### src/rtl/fluxo_dados_n.sv
// fluxo_dados_n: parametrised game datapath driven by the game control unit.
//
// Holds the colour sequence memory, the address/limit counters, the jogada
// register, the play-timeout and LED timers, the lives and score counters,
// the mode register and a free-running LFSR used to generate random entries.
//
// Ports
//   clock, reset                 rising-edge clock, synchronous active-high reset
//   zera_*/conta_*/enable_*      counter and timer clear / advance commands
//   zeraR, registrarR            jogada register clear / load (from botoes)
//   zera_modo, registra_modo     config register clear / load (from configuracao)
//   registra_jogada, gera_jogada write botoes / random colour at endereco
//   conf_leds                    show memory colour on leds
//   zera_vidas, perde_vida       reload / decrement lives
//   acerto                       increment score
//   botoes [N_BOTOES]            player buttons
//   configuracao [3]             {fonte aleatoria, timeout habilitado, modo demo}
//   igual, fim_jogo, enderecoIgualLimite, fim_sequencia   compare flags
//   jogada_feita, jogada_valida  button press pulse / one-hot buttons
//   timeout, timeout_led         timer terminal flags
//   timeout_habilitado, fonte_aleatoria, sem_vidas        status
//   leds [N_BOTOES], pontos [ADDR_W+1], vidas [3]          game outputs
//   db_contagem, db_limite, db_memoria, db_jogada          debug taps

// Saturating up-counter timer; done stays high at the terminal count until
// cleared.
module fluxo_timer #(
    parameter int M = 5000
) (
    input  logic clock,
    input  logic reset,
    input  logic zera,
    input  logic en,
    output logic done
);
    localparam int CW = (M > 1) ? $clog2(M) : 1;
    localparam logic [CW-1:0] LAST = CW'(M - 1);

    logic [CW-1:0] cnt;

    always_ff @(posedge clock) begin
        if (reset || zera)
            cnt <= '0;
        else if (en && cnt != LAST)
            cnt <= cnt + 1'b1;
    end

    assign done = (cnt == LAST);
endmodule

module fluxo_dados_n #(
    parameter int          N_BOTOES     = 4,
    parameter int          ADDR_W       = 4,
    parameter int          RODADAS_DEMO = 4,
    parameter int          TIMEOUT_M    = 5000,
    parameter int          LED_M        = 2000,
    parameter int          VIDAS        = 3,
    parameter logic [15:0] LFSR_SEED    = 16'hACE1
) (
    input  logic                clock,
    input  logic                reset,
    input  logic                zera_endereco,
    input  logic                conta_endereco,
    input  logic                zera_limite,
    input  logic                conta_limite,
    input  logic                zeraR,
    input  logic                registrarR,
    input  logic                zera_s_timeout,
    input  logic                enable_timeout,
    input  logic                zera_s_led,
    input  logic                enable_led,
    input  logic                zera_modo,
    input  logic                registra_modo,
    input  logic                registra_jogada,
    input  logic                gera_jogada,
    input  logic                conf_leds,
    input  logic                zera_vidas,
    input  logic                perde_vida,
    input  logic                acerto,
    input  logic [N_BOTOES-1:0] botoes,
    input  logic [2:0]          configuracao,
    output logic                igual,
    output logic                fim_jogo,
    output logic                enderecoIgualLimite,
    output logic                fim_sequencia,
    output logic                jogada_feita,
    output logic                jogada_valida,
    output logic                timeout,
    output logic                timeout_led,
    output logic                timeout_habilitado,
    output logic                fonte_aleatoria,
    output logic                sem_vidas,
    output logic [N_BOTOES-1:0] leds,
    output logic [ADDR_W:0]     pontos,
    output logic [2:0]          vidas,
    output logic [ADDR_W-1:0]   db_contagem,
    output logic [ADDR_W-1:0]   db_limite,
    output logic [N_BOTOES-1:0] db_memoria,
    output logic [N_BOTOES-1:0] db_jogada
);
    localparam int DEPTH = 1 << ADDR_W;
    localparam logic [ADDR_W-1:0] ADDR_MAX = '1;
    localparam logic [ADDR_W-1:0] LIM_DEMO = ADDR_W'(RODADAS_DEMO - 1);

    logic [ADDR_W-1:0]                endereco, limite, lim_jogo;
    logic [N_BOTOES-1:0]              jogada_r, mem_rd, cor_lfsr;
    logic [DEPTH-1:0][N_BOTOES-1:0]   mem;
    logic [2:0]                       cfg;
    logic [15:0]                      lfsr;
    logic [7:0]                       cor_idx;
    logic                             ativo_q;

    // ---------------- counters ----------------
    always_ff @(posedge clock) begin
        if (reset || zera_endereco)
            endereco <= '0;
        else if (conta_endereco)
            endereco <= endereco + 1'b1;   // natural wrap
    end

    always_ff @(posedge clock) begin
        if (reset || zera_limite)
            limite <= '0;
        else if (conta_limite && limite != ADDR_MAX)
            limite <= limite + 1'b1;
    end

    // ---------------- config / jogada registers ----------------
    always_ff @(posedge clock) begin
        if (reset || zera_modo)
            cfg <= '0;
        else if (registra_modo)
            cfg <= configuracao;
    end

    always_ff @(posedge clock) begin
        if (reset || zeraR)
            jogada_r <= '0;
        else if (registrarR)
            jogada_r <= botoes;
    end

    // ---------------- LFSR colour source ----------------
    // Fibonacci, taps 16,14,13,11 (bits 15,13,12,10), shifting left.
    always_ff @(posedge clock) begin
        if (reset)
            lfsr <= LFSR_SEED;
        else
            lfsr <= {lfsr[14:0], lfsr[15] ^ lfsr[13] ^ lfsr[12] ^ lfsr[10]};
    end

    always_comb begin
        cor_idx  = lfsr[7:0] % 8'(N_BOTOES);
        cor_lfsr = '0;
        for (int i = 0; i < N_BOTOES; i++)
            cor_lfsr[i] = (cor_idx == 8'(i));
    end

    // ---------------- sequence memory ----------------
    // A registra_jogada with an invalid (non one-hot) pattern still blocks
    // gera_jogada: the player write owns the cycle even when dropped.
    always_ff @(posedge clock) begin
        if (reset)
            mem <= '0;
        else if (registra_jogada) begin
            if (jogada_valida)
                mem[endereco] <= botoes;
        end else if (gera_jogada)
            mem[endereco] <= cor_lfsr;
    end

    assign mem_rd = mem[endereco];

    // ---------------- button press detection ----------------
    // Pulse is registered, so it appears the cycle after the edge that first
    // samples a nonzero botoes.
    always_ff @(posedge clock) begin
        if (reset) begin
            ativo_q      <= 1'b0;
            jogada_feita <= 1'b0;
        end else begin
            ativo_q      <= |botoes;
            jogada_feita <= (|botoes) & ~ativo_q;
        end
    end

    assign jogada_valida = (botoes != '0) && ((botoes & (botoes - 1'b1)) == '0);

    // ---------------- timers ----------------
    fluxo_timer #(.M(TIMEOUT_M)) u_tmr_timeout (
        .clock (clock),
        .reset (reset),
        .zera  (zera_s_timeout),
        .en    (enable_timeout && timeout_habilitado),
        .done  (timeout)
    );

    fluxo_timer #(.M(LED_M)) u_tmr_led (
        .clock (clock),
        .reset (reset),
        .zera  (zera_s_led),
        .en    (enable_led),
        .done  (timeout_led)
    );

    // ---------------- lives / score ----------------
    always_ff @(posedge clock) begin
        if (reset || zera_vidas)
            vidas <= 3'(VIDAS);
        else if (perde_vida && vidas != 3'd0)
            vidas <= vidas - 1'b1;
    end

    always_ff @(posedge clock) begin
        if (reset)
            pontos <= '0;
        else if (acerto && pontos != '1)
            pontos <= pontos + 1'b1;
    end

    // ---------------- flags and outputs ----------------
    assign lim_jogo            = cfg[0] ? LIM_DEMO : ADDR_MAX;
    assign fim_jogo            = (limite == lim_jogo);
    assign enderecoIgualLimite = (endereco == limite);
    assign fim_sequencia       = enderecoIgualLimite;
    assign igual               = (mem_rd == jogada_r);
    assign timeout_habilitado  = cfg[1];
    assign fonte_aleatoria     = cfg[2];
    assign sem_vidas           = (vidas == 3'd0);
    assign leds                = conf_leds ? mem_rd : '0;
    assign db_contagem         = endereco;
    assign db_limite           = limite;
    assign db_memoria          = mem_rd;
    assign db_jogada           = jogada_r;
endmodule

### config.mk
export PLATFORM = sky130hd
export DESIGN_NAME = fluxo_dados_n
export DESIGN_NICKNAME = d
export VERILOG_FILES = /design/src/rtl/fluxo_dados_n.sv
export SDC_FILE = /design/constraint.sdc
export NUM_CORES = 1
export LEC_CHECK = 0
export CORE_MARGIN = 2
export CORE_UTILIZATION = 56
export CTS_CLUSTER_DIAMETER = 150
export CTS_CLUSTER_SIZE = 16
export DETAILED_ROUTE_END_ITERATION = 12
export PLACE_DENSITY = 0.83
export SYNTH_ARGS = -nofsm -noshare
export SYNTH_HDL_FRONTEND = slang
export SYNTH_SLANG_ARGS = --single-unit
### constraint.sdc
create_clock -name clock -period 2.7 [get_ports clock]
set_input_delay 0.54 -clock clock [delete_from_list [all_inputs] [get_ports clock]]
set_output_delay 0.54 -clock clock [all_outputs]
set_load 0.1 [all_outputs]
==> results of run 1 <==
[final timing paths]
kind	end	slack, ps	depth (start not counted)	start
min reg2reg	jogada_feita$_SDFF_PP0_	400	1	ativo_q$_SDFF_PP0_
max	igual	-630	7	db_contagem[1]$_SDFFE_PP0P_
max reg2reg	mem[1]$_SDFFE_PP0P_	310	11	db_contagem[1]$_SDFFE_PP0P_
min	jogada_feita$_SDFF_PP0_	400	1	ativo_q$_SDFF_PP0_
[state kept, by name, indices dropped and copies added (netlist names)]
| name | flops |
|---|---|
| cfg | 3 |
| u_tmr_timeout.cnt | 13 |
| u_tmr_led.cnt | 11 |
| db_limite | 4 |
| db_jogada | 4 |
| db_contagem | 4 |
| pontos | 5 |
| jogada_feita | 1 |
| mem | 64 |
| vidas | 3 |
| ativo_q | 1 |
| lfsr | 16 |
[power breakdown]
part	internal [uW]	switching, uW	leakage (uW)
clock	1540	886	0.000307
combinational	257	405	0.00204
sequential	1940	27.5	0.00105
[cell usage after synthesis (2+ instances only)]
library cell and n:
nand4_1 15, clkbuf_1 29, nor2b_1 18, or4b_1 2
or4_1 2, nand3_1 22, a22oi_1 3, mux4_2 11
ha_1 11, or2_2 13, buf_2 6, inv_1 7
nor3_1 28, xor2_1 23, a21oi_1 8, and2_1 5
mux4_1 3, xnor2_1 18, nand2b_1 66, buf_1 2
mux2i_1 86, and4b_1 2, nor2_1 40, or3_1 2
dfxtp_1 129, nand2_1 25, o21ai_0 6, nor4_1 6
and3_1 4
[repair_timing]
item	4_1_cts	5_1_grt
setup endpoints to repair	9	11
gates resized for setup	19	5
buffers inserted	12	4
hold endpoints to repair	0	0
pin swaps	3	2
[worst max-delay path, stage by stage (launching register included)]
cell     delay, ps
dfxtp_4        400
buf_6          140
mux4_2         500
mux4_2         520
xor2_1         170
nor2_1         110
and4b_4        250
buf_12         170
[per-stage QoR]
| stage | total power (uW) | std cells | area (sq um) | setup TNS [ps] | setup WS, ps |
|---|---|---|---|---|---|
| after floorplan | 2426 | 606 | 6163 | -2132 | -660.4 |
| after global placement | 2619 | 791 | 7022 | -39.33 | -39.33 |
| after detailed placement | 2633 | 791 | 7022 | -46.99 | -46.99 |
| after CTS | 5059 | 835 | 7818 | -2934 | -597.0 |
| after global routing | 5193 | 839 | 7870 | -4368 | -702.1 |
| final | 5052 | 839 | 7870 | -3623 | -633.5 |
[layer usage]
layer	GRT usage, %	wire [um]	up-vias
met5	0	0	-
met4	11.08	363	0
met3	7.567	931	37
met2	45.42	7301	181
met1	30.86	6180	2355
li1	-	-	2259
[kinds of logic (layout without fill, tap and decap cells)]
kind of cell | count (synthesis) | after routing | share of synthesized area (%)
AND/OR/NAND/NOR | 253 | 253 | 23.00
flip-flops | 129 | 129 | 43.00
multiplexers | 101 | 101 | 19.96
buffers and inverters | 47 | 144 | 3.250
XOR/XNOR | 41 | 41 | 5.979
AO/OA/AOI/OAI | 24 | 24 | 2.521
adder cells (fa/ha/maj) | 11 | 11 | 2.292
[final cells by class]
class | instances | area (sq um)
Multi-Input combinational cell | 430 | 3366
Sequential cell | 129 | 2604
Fill cell | 640 | 2500
Timing Repair Buffer | 104 | 1074
Clock buffer | 18 | 427.9
Clock inverter | 14 | 198.9
Tap cell | 136 | 170.2
Inverter | 8 | 30.03
==> metrics.txt, run 1 <==
Worst Path Required=2160 ps; Hold Fails Final Rpt=0; drt wl/cell=17.61 um; clk slew on worst S/H paths=60 ps; CTS sink count=129; Synth cell types=43; pwr/cell area=641.9 nW/um^2; first-pass GRT wire length=23.52 mm; Worst Setup Slack, final=-633.5 ps; Vias per Instance=5.759; CTS tree=built; Crit Path Class=flip-flop to output pin; Warnings, synthesis=0; clk buf depth=2; post-synth top area cell=dfxtp_1; share of the synthesized area in the top cell type=43.00%; Leakage=0.003397 uW; largest net degree at the start of global routing=68; Via Count=4832; Layout area overhead=31.04%; commonest non-fill, non-tap cells in the layout=dfxtp_1 (120), mux2i_1 (84), nand2b_1 (66); share of layout cells above drive strength 1=23.76%; worst slew pin tran=810.6 ps; Routability Congestion=0.8835; post-synthesis register bit count=129; clk_lat worst skew=540 ps; Die X=107.6 um; Slew Limit Headroom=45.96%; DRT Pass-1 Iters=4; Post-Syn Nets=644; row cnt=37; Routed Wire Length=14.78 mm; total of max-cap violations=0; nets@finish=728; post-route ant nets=0; commonest non-fill, non-tap cell in the layout=dfxtp_1; share of the yosys chip area belonging to registers=43.00%; EDFF count, synth=0; syn_area_per_cell=9.910 sq um; chip height=107.6 um; die footprint=11570 sq um; vias in the first global route=4905; clk_skew=7.895 ps; All-Layer GR Usage=26.46%; CTS buffer count=17; Final min period=3334 ps; final slew viol count=0; remaining routing DRC violations=0; Starting Density=57.92%; CTS Hold Bufs=0; core box area=10370 sq um; # port buffers=65; io pins=66; Max VDD drop=456.4 uV; Worst setup SP type=flip-flop; fin util=75.89%; initial antenna violation count=0; diode count=0; DP Wirelength=9.367 mm; crit end category=output pin; cell area after synthesis=6006 sq um; Synth area leaders=dfxtp_1 (43%), mux2i_1 (14%), nand2b_1 (6.9%), mux4_2 (4.1%), xor2_1 (3.4%); FFs w/ async S/R, synth=0%; CTS root buf=clkbuf_8; Post-Syn Instances=606; violated checks=negative setup slack; worst hold path type=flip-flop to flip-flop; status=finished, violations left; CP arrival=2790 ps; DRT iter0 DRCs=271; CP max FO=6; final setup fails=11; worst hold slack=397.1 ps; fin crit share=123.5%; Max Fclk=300.0 MHz; RSZ-0062 raised after global routing=true; GR Overflow Total=0; prevailing post-synth register cell=dfxtp_1; htree depth=4
No activity file was read; power rests on OpenSTA's default activity.
==> run 2, diff against run 1 <==
- CAP_MARGIN: not set -> 20
- CORE_UTILIZATION: 56 -> 24
- PLACE_DENSITY: 0.83 -> 0.45
==> run 2 against run 1 <==
  * The run still ends with negative setup slack left
  * Via count shrank 6.6%
  * Setup slack improved by 110 ps
  * Critical path type unchanged
  * Total power down 1.8%
  * Global-route usage is 15 points lower
  * Worst hold slack got worse by 12 ps
  * Wire length up 3.3%
  * Clock skew shrank 0.52 ps
  * First-iteration DRC count fell by 45%
  * Critical path depth unchanged
  * Largest power group unchanged
  * Clock power shrank 3%
  * Fmax rose by 3.5%
  * Cell area is 0.22% higher
==> metrics.txt, run 2 (synthesized netlist as in run 1, its figures left out) <==
CTS root buf=clkbuf_16; crit-path most repeated cell=mux4_2; Die X=162.2 um; RSZ-0062 raised after global routing=true; clk slew on worst S/H paths=60 ps; htree depth=4; CTS sink count=129; Via Count=4511; remaining routing DRC violations=0; Final TNS setup=-1985 ps; hold_sp=ativo_q$_SDFF_PP0_; GR Overflow Total=0; All-Layer GR Usage=11.91%; final slew viol count=0; Final Cell Area=7888 sq um; io pins=66; Leakage=0.003293 uW; reg-to-reg startpoint=u_tmr_timeout.cnt[3]$_SDFFE_PP0P_; Crit path max-delay family=multiplexers; CTS buffer count=17; Setup WS pre-CTS=-69.35 ps; Combinational Power Share=12.9%; die footprint=26310 sq um; slowest CP cell=mux4_2; largest net degree at the start of global routing=44; drt wl/cell=15.08 um; status=finished, violations left; Routability Congestion=0.7539; number of flip-flops in the largest register=64; first-pass GRT wire length=24.17 mm; Max Fclk=310.6 MHz; clk_lat worst skew=420 ps; share of layout cells above drive strength 1=21.37%; largest register by flop count=mem; Layout area overhead=31.33%; DRT Pass-1 Iters=4; pwr/cell area=629.1 nW/um^2; commonest non-fill, non-tap cell in the layout=dfxtp_1; CP arrival=2680 ps; placed instance area=7214 sq um; critical-path cell list=buf_8 > mux4_2 > mux4_2 > xor2_1 > nor2_1 > and4b_4 > buf_12; final setup fails=9; crit end category=output pin; DP Wirelength=11.20 mm; CP peak stage delay=520 ps; chip height=162.2 um; post-route ant nets=0; Final min period=3220 ps; fin crit share=119.3%; clk_skew=7.375 ps; diode count=0; row cnt=57; Worst setup SP type=flip-flop; worst hold path type=flip-flop to flip-flop; CTS tree=built; internal power=3661 uW; sw frac=26.22%; fin util=32.24%; violated checks=negative setup slack; Crit Path Class=flip-flop to output pin; CP max FO=6; initial antenna violation count=0; Worst Setup Slack, final=-519.8 ps; fillers=2483; Routed Wire Length=15.26 mm; # port buffers=65; clk buf depth=2; commonest non-fill, non-tap cells in the layout=dfxtp_1 (120), mux2i_1 (84), nand2b_1 (66); Hold Fails Final Rpt=0; Worst Setup SP=db_contagem[1]$_SDFFE_PP0P_; Slew Limit Headroom=67.04%; net switching power=1301 uW; Worst Path Required=2160 ps; DRT iter0 DRCs=148; Starting Density=24.55%; vias in the first global route=4540; Max VDD drop=314.5 uV; Clock Power Share=47.5%; Buf+Inv Stages, Crit Path=2; sequential fraction of design power=39.6%; total of max-cap violations=0; Regs by FF count=mem (64), lfsr (16), u_tmr_timeout.cnt (13); worst slew pin tran=494.4 ps; core box area=24460 sq um; Vias per Instance=4.458; nets@finish=713
==> run 2: cell types whose count changed in the layout (fill, tap and decap cells not counted), sizes merged <==
cell | before | now
buf | 79 | 64
clkbuf | 18 | 20
clkinvlp | 1 | 2
bufinv | 4 | 3
inv | 13 | 11
==> run 2: through the flow <==
step / total power, uW / instances / hold slack [ps]
floorplan: 2426 / 606 / 373.2
global placement: 2641 / 975 / 380.0
detailed placement: 2648 / 975 / 377.3
CTS: 5021 / 1011 / 386.2
global route: 5132 / 1012 / 415.6
finish: 4962 / 1012 / 385.4
==> run 2: power groups by stage <==
stage	sequential (uW)	clock [uW]	combinational, uW
finish	1960	2350	643
floorplan	2080	0	348
CTS	1960	2410	645
global placement	2010	0	635
global route	1970	2490	676
detailed placement	2010	0	640
==> run 2: final timing paths <==
path,to,slack [ps],cells after the start
max reg2reg,u_tmr_timeout.cnt[4]$_SDFFE_PP0P_,790,5
min,jogada_feita$_SDFF_PP0_,390,1
max,igual,-520,7
min reg2reg,jogada_feita$_SDFF_PP0_,390,1
==> run 2: per-layer routing <==
layer,vias up,GRT usage (%),share of wire (%)
li1,2235,-,-
met1,2187,14.56,45
met2,69,20.04,49
met3,20,2.809,3.8
met4,0,5.109,2.0
met5,-,0,0
==> run 2: worst reg2reg max path, cell delays in order, from the launching register on <==
cell and delay (ps):
dfxtp_1 370, or4b_1 620, o311a_1 460, nand4_1 150, xor2_1 150, nor2_1 50
==> run 2: layout make-up <==
cell class / instances / area, sq um / area share [%]
multi-input cells: 430 / 3319 / 42.08
flip-flops and latches: 129 / 2604 / 33.01
repair buffers: 89 / 925.9 / 11.74
clock buffers: 20 / 446.7 / 5.663
well taps: 324 / 405.4 / 5.140
clock inverters: 12 / 156.4 / 1.983
inverters: 8 / 30.03 / 0.3807
==> run 2: timing repair <==
action	4_1_cts	5_1_grt
hold buffers	0	0
pin swaps	0	1
gates resized for setup	5	6
setup buffers	4	1
setup endpoints to repair	9	9
